File: src/rtl/seven_seg_scanner_pkg.sv
// Shared display constants and parameter checks for the seven-segment scanner.
// All segment and anode patterns are active-low.
package seven_seg_scanner_pkg;

    localparam int MAX_DIGITS = 8;
    localparam int MIN_DIGITS = 2;

    localparam logic [6:0] SEG_BLANK = 7'h7F;
    localparam logic [MAX_DIGITS-1:0] AN_OFF = '1;

    function automatic bit num_digits_ok(input int n);
        return (n >= MIN_DIGITS) && (n <= MAX_DIGITS);
    endfunction

endpackage

File: src/rtl/seven_seg_scanner_decoder.sv
// Nibble to active-low seven-segment glyph, bit order {g,f,e,d,c,b,a}.
// Digits 0..9 are decimal, A..F use the usual A b C d E F shapes.
module seven_seg_decoder
    import seven_seg_scanner_pkg::*;
(
    input  logic [3:0] nibble_i,
    output logic [6:0] seg_o
);

    always_comb begin
        seg_o = SEG_BLANK;
        case (nibble_i)
            4'h0: seg_o = 7'h40;
            4'h1: seg_o = 7'h79;
            4'h2: seg_o = 7'h24;
            4'h3: seg_o = 7'h30;
            4'h4: seg_o = 7'h19;
            4'h5: seg_o = 7'h12;
            4'h6: seg_o = 7'h02;
            4'h7: seg_o = 7'h78;
            4'h8: seg_o = 7'h00;
            4'h9: seg_o = 7'h10;
            4'hA: seg_o = 7'h08;
            4'hB: seg_o = 7'h03;
            4'hC: seg_o = 7'h46;
            4'hD: seg_o = 7'h21;
            4'hE: seg_o = 7'h06;
            4'hF: seg_o = 7'h0E;
            default: seg_o = SEG_BLANK;
        endcase
    end

endmodule

File: src/rtl/seven_seg_scanner.sv
// Multiplexed seven-segment scanner with PWM brightness, frame snapshot
// and leading-zero blanking; all display outputs are registered.
module seven_seg_scanner
    import seven_seg_scanner_pkg::*;
#(
    parameter int NUM_DIGITS    = 4,
    parameter int PRESCALE_LOG2 = 16,
    parameter int BRIGHT_W      = 3
) (
    input  logic                    clk,
    input  logic                    rst_n,
    input  logic [4*NUM_DIGITS-1:0] digits,
    input  logic [NUM_DIGITS-1:0]   dp_in,
    input  logic                    blank_lz,
    input  logic [BRIGHT_W-1:0]     brightness,
    input  logic                    enable,
    output logic [6:0]              seg,
    output logic                    dp,
    output logic [NUM_DIGITS-1:0]   an,
    output logic                    frame_tick
);

    localparam int SEL_W = $clog2(NUM_DIGITS);
    localparam logic [SEL_W-1:0] SEL_LAST = SEL_W'(NUM_DIGITS - 1);
    localparam logic [NUM_DIGITS-1:0] AN_DARK = AN_OFF[NUM_DIGITS-1:0];

    generate
        if (!num_digits_ok(NUM_DIGITS)) begin : g_bad_digits
            $error("seven_seg_scanner: NUM_DIGITS must be 2..8");
        end
        if (BRIGHT_W > PRESCALE_LOG2) begin : g_bad_bright
            $error("seven_seg_scanner: BRIGHT_W exceeds PRESCALE_LOG2");
        end
    endgenerate

    logic [PRESCALE_LOG2-1:0] cnt_q, cnt_d;
    logic [SEL_W-1:0]         sel_q, sel_d;
    logic [4*NUM_DIGITS-1:0]  snap_dig_q, snap_dig_d;
    logic [NUM_DIGITS-1:0]    snap_dp_q, snap_dp_d;
    logic                     snap_blz_q, snap_blz_d;
    logic [6:0]               seg_q, seg_d;
    logic                     dp_q, dp_d;
    logic [NUM_DIGITS-1:0]    an_q, an_d;
    logic                     tick_q, tick_d;

    logic                     wrap;
    logic                     last;
    logic                     lit;
    logic [NUM_DIGITS-1:0]    blank;
    logic [3:0]               nib;
    logic                     nib_blank;
    logic                     nib_dp;
    logic [6:0]               dec_seg;

    assign wrap = enable && (cnt_q == '1);
    assign last = (sel_q == SEL_LAST);

    // Slot 0 is dark so the anode switch never overlaps a stale segment.
    assign lit = enable && (cnt_q != '0) &&
                 (cnt_q[PRESCALE_LOG2-1 -: BRIGHT_W] <= brightness);

    for (genvar i = 0; i < NUM_DIGITS; i++) begin : g_lz
        if (i == 0) begin : g_units
            assign blank[i] = 1'b0;
        end else begin : g_upper
            assign blank[i] = snap_blz_q &&
                (snap_dig_q[4*NUM_DIGITS-1:4*i] == '0);
        end
    end

    always_comb begin
        nib       = 4'h0;
        nib_blank = 1'b0;
        nib_dp    = 1'b0;
        for (int i = 0; i < NUM_DIGITS; i++) begin
            if (sel_q == SEL_W'(i)) begin
                nib       = snap_dig_q[4*i +: 4];
                nib_blank = blank[i];
                nib_dp    = snap_dp_q[i];
            end
        end
    end

    seven_seg_decoder u_dec (
        .nibble_i (nib),
        .seg_o    (dec_seg)
    );

    always_comb begin
        cnt_d      = cnt_q;
        sel_d      = sel_q;
        snap_dig_d = snap_dig_q;
        snap_dp_d  = snap_dp_q;
        snap_blz_d = snap_blz_q;
        tick_d     = 1'b0;
        if (enable) begin
            cnt_d = cnt_q + 1'b1;
        end
        if (wrap) begin
            sel_d = last ? '0 : sel_q + 1'b1;
        end
        if (wrap && last) begin
            snap_dig_d = digits;
            snap_dp_d  = dp_in;
            snap_blz_d = blank_lz;
            tick_d     = 1'b1;
        end
    end

    always_comb begin
        seg_d = SEG_BLANK;
        dp_d  = 1'b1;
        an_d  = AN_DARK;
        if (lit) begin
            seg_d = nib_blank ? SEG_BLANK : dec_seg;
            dp_d  = ~nib_dp;
            for (int i = 0; i < NUM_DIGITS; i++) begin
                an_d[i] = (sel_q != SEL_W'(i));
            end
        end
    end

    always_ff @(posedge clk or negedge rst_n) begin
        if (!rst_n) begin
            cnt_q      <= '0;
            sel_q      <= '0;
            snap_dig_q <= '0;
            snap_dp_q  <= '0;
            snap_blz_q <= 1'b0;
            seg_q      <= SEG_BLANK;
            dp_q       <= 1'b1;
            an_q       <= AN_DARK;
            tick_q     <= 1'b0;
        end else begin
            cnt_q      <= cnt_d;
            sel_q      <= sel_d;
            snap_dig_q <= snap_dig_d;
            snap_dp_q  <= snap_dp_d;
            snap_blz_q <= snap_blz_d;
            seg_q      <= seg_d;
            dp_q       <= dp_d;
            an_q       <= an_d;
            tick_q     <= tick_d;
        end
    end

    assign seg        = seg_q;
    assign dp         = dp_q;
    assign an         = an_q;
    assign frame_tick = tick_q;

endmodule

File: config.mk
export PLATFORM = sky130hd
export DESIGN_NAME = seven_seg_scanner
export DESIGN_NICKNAME = d
export VERILOG_FILES = /design/src/rtl/seven_seg_scanner_pkg.sv /design/src/rtl/seven_seg_scanner_decoder.sv /design/src/rtl/seven_seg_scanner.sv
export SDC_FILE = /design/constraint.sdc
export NUM_CORES = 1
export LEC_CHECK = 0
export ABC_AREA = 1
export CAP_MARGIN = 20
export CELL_PAD_IN_SITES_DETAIL_PLACEMENT = 0
export CELL_PAD_IN_SITES_GLOBAL_PLACEMENT = 1
export CORE_MARGIN = 2
export CORE_UTILIZATION = 30
export CTS_CLUSTER_DIAMETER = 100
export DETAILED_ROUTE_END_ITERATION = 12
export HOLD_SLACK_MARGIN = 0.1
export PLACE_DENSITY = 0.74
export REMOVE_ABC_BUFFERS = 1
export SETUP_SLACK_MARGIN = 0.3
export SYNTH_ARGS = -nofsm -noshare
export SYNTH_HDL_FRONTEND = slang
export SYNTH_HIERARCHICAL = 1
export SYNTH_SLANG_ARGS = --single-unit
File: constraint.sdc
create_clock -name clk -period 3.2 [get_ports clk]
set_input_delay 0.64 -clock clk [delete_from_list [all_inputs] [get_ports clk]]
set_output_delay 0.64 -clock clk [all_outputs]
set_load 0.05 [all_outputs]
==> flow_summary.ini <==
[final_layout]
postLayoutCellArea_um2 = 3500
antenna_cells = 0
stdcell_count = 527
drive_above_1_share_pct = 8.54
area_growth_pct = 20.4
layout.nets = 440

[timing]
slew-limit-headroom_pct = 31.0
drv_slew = 0
setup_tns_ns = 0
rsz0062_at_grt = false
period_minus_slack_ns = 2.42
tightest_slew_ns = 1.02
hold_viol = 0
setup_ws_ns = 0.784
setup_violations = 0
min_period_over_period_pct = 75.5
fin_skew_ns = 0.00869
fmax_mhz = 414

[synthesis]
syn_area_um2 = 2910
postSynthCellCount = 358
synth.area.top_cells = dfrtp_1, nand2_1, dfstp_2
synth-seq-cells = 52
synth_top_area_share_pct = 34.4
synth_cell_types = 27
synth-edff-count = 0
ys_async_sr_fraction_pct = 100
ys.flop_type = dfrtp_1
ys_seq_area_share_pct = 45.2
yosys.area.top_type = dfrtp_1
synth_warnings = 6
syn_area_per_cell_um2 = 8.13

[clock_tree]
cts_sinks = 52
numCtsBuffers = 5
holdBufCountCts = 0
clock_latency_ns = 0.30
htreeDepth = 2
cts_tree = yes
clock-root-buffer = clkbuf_8
post_cts_buffers = 0
cts-resized-gates = 0
path_clk_slew_ns = 0.09
clk_path_buf_depth = 2

[worst_hold_path]
min_path_type = primary input to async pin

[floorplan]
pin_count = 40
dieArea_um2 = 10500
start_util_pct = 31.2
coreArea_um2 = 9330
die_x_um = 102
fp.dieH_um = 102
fp-row-count = 35

[outcome]
outcome = completed

[detailed_routing]
drtIter0Drc = 99
drt_first_pass_iters = 4
avgViaCountPerCell = 4.48
routed_wl_mm = 6.32
wl_per_cell_um = 12.0
ant_nets = 0
drc = 0
vias = 2363

[global_route]
grt_use_total_pct = 13.0
grt_max_degree = 35
grt_pass1_vias = 2317
grt_pass1_wl_mm = 11.0
antenna_found_initial = 0
grt_overflow_total = 0

[critical_path]
path_buf_inv = 3
crit_family = adder cells
crit_top_cell = nand2_1
max_stage_delay_ns = 0.40
criticalPathCategory = flop to flop
slowest_stage = dfrtp_1
critical_path_arrival_ns = 2.65
path_max_fanout = 7
endpoint_kind = flop
worst_setup_path_start_kind = flop
worstPathRequired_ns = 3.43
cp_cell_sequence = inv_1 -> ha_1 -> inv_1 -> nand3_1 -> nand2_1 -> o211ai_1 -> o21ai_0 -> inv_1 -> ha_1 -> nand2_1 -> nand3_1 -> nand2_1 -> nor2_1 -> nand2_1

[run]
max-cap-violations = 0

[placed_design]
pre_cts_slack_ns = 0.775
dp_hpwl_mm = 4.66
place_area_um2 = 3410
placed_cells = 519
gp_congestion = 0.788
portBuffers = 39

[power_and_ir_drop]
power_density_nw_per_um2 = 397
totalPowerFinal_mw = 1.39
ir_drop_mv = 0.188
p_leak_nw = 1.75
-- per-stage QoR --
| stage | hold WS, ns | utilization, % |
|---|---|---|
| final | 0.271 | 37.6 |
| after global routing | 0.299 | 37.6 |
| after CTS | 0.282 | 37.6 |
| after detailed placement | 0.462 | 36.6 |
| after global placement | 0.457 | 36.6 |
| after floorplan | 0.344 | - |
-- final timing paths --
path                       slack (ns)              to  cells past startpoint           start
max                              0.78          seg[3]                     14        sel_q[1]
min                              0.27       cnt_q[13]                      1           rst_n
max reg2reg                      0.78          seg[3]                     14        sel_q[1]
min reg2reg                      0.48  snap_dig_q[12]                      2  snap_dig_q[12]
max in group asynchronous        2.13              dp                      2           rst_n
min in group clk                 0.48  snap_dig_q[12]                      2  snap_dig_q[12]
-- cells in the final DEF, fill, tap and decap left out --
master and instances:
nor3b_1 1, a21oi_1 10, o211ai_1 3, nor2_8 1, o21ai_1 1, o21ai_2 1, xnor2_1 2, nand2_2 2
clkbuf_8 6, nand3_4 2, inv_2 1, o21ai_0 7, xor2_1 9, nor2_1 29, nand4_1 25, ha_1 16
buf_2 1, dfrtp_1 40, dfstp_2 12, clkdlybuf4s50_1 38, buf_4 5, nand3_1 23, nor3_1 4, nand3b_1 1
nand2_1 117, clkbuf_1 2, inv_1 36, nor2_4 3
-- registers in the layout, summed over array words and instances, names as in the netlist, 2 cells and up --
name,cells
an,4
cnt_q,16
seg,7
sel_q,2
snap_dig_q,16
snap_dp_q,4
-- worst register-to-register path: stages, from the launching register on --
cell      delay [ns]
dfrtp_1         0.40
inv_1           0.08
ha_1            0.24
inv_1           0.19
nand3_1         0.09
nand2_1         0.09
o211ai_1        0.08
o21ai_0         0.23
inv_1           0.22
ha_1            0.36
nand2_1         0.06
nand3_1         0.07
nand2_1         0.06
nor2_1          0.10
nand2_1         0.07
-- power by group --
group | leakage (nW) | switching (mW) | internal (mW) | total [mW]
Clock | 0.0455 | 0.205 | 0.177 | 0.382
Combinational | 1.06 | 0.123 | 0.0983 | 0.221
Sequential | 0.644 | 0.0710 | 0.718 | 0.789
Total | 1.75 | 0.399 | 0.993 | 1.39
-- routing by layer --
layer / vias up / track usage, % / part of all wire [%] / wire length, um
met5: - / 0 / 0 / 0
met4: 0 / 2.77 / 0.90 / 57
met3: 5 / 2.33 / 3.3 / 208
met2: 47 / 20.3 / 42 / 2670
met1: 1089 / 19.0 / 54 / 3380
li1: 1222 / - / - / -
-- final cells by class --
class                   instances  area (um^2)
repair buffers                 44          423
multi-input cells             257         1370
well taps                     129          161
fillers                      1000         5820
inverters                      37          139
flip-flops and latches         52         1320
clock buffers                   8         90.1
-- kinds of logic after synthesis --
| group | after synthesis | share of synthesized area [%] |
|---|---|---|
| flops | 52 | 45.2 |
| buf+inv | 49 | 7.53 |
| simple gates | 208 | 32.9 |
| compound gates | 22 | 4.17 |
| fa+ha+maj | 16 | 6.88 |
| xor+xnor | 11 | 3.31 |
-- cell usage after synthesis, types with 7 or more instances --
master	count
dfrtp_1	40
a21oi_1	10
nor2_1	29
inv_1	36
nand3_1	23
dfstp_2	12
xor2_1	9
o21ai_0	7
nand4_1	25
ha_1	16
nand2_1	117
Note: power is estimated with default switching activity, not from simulation.
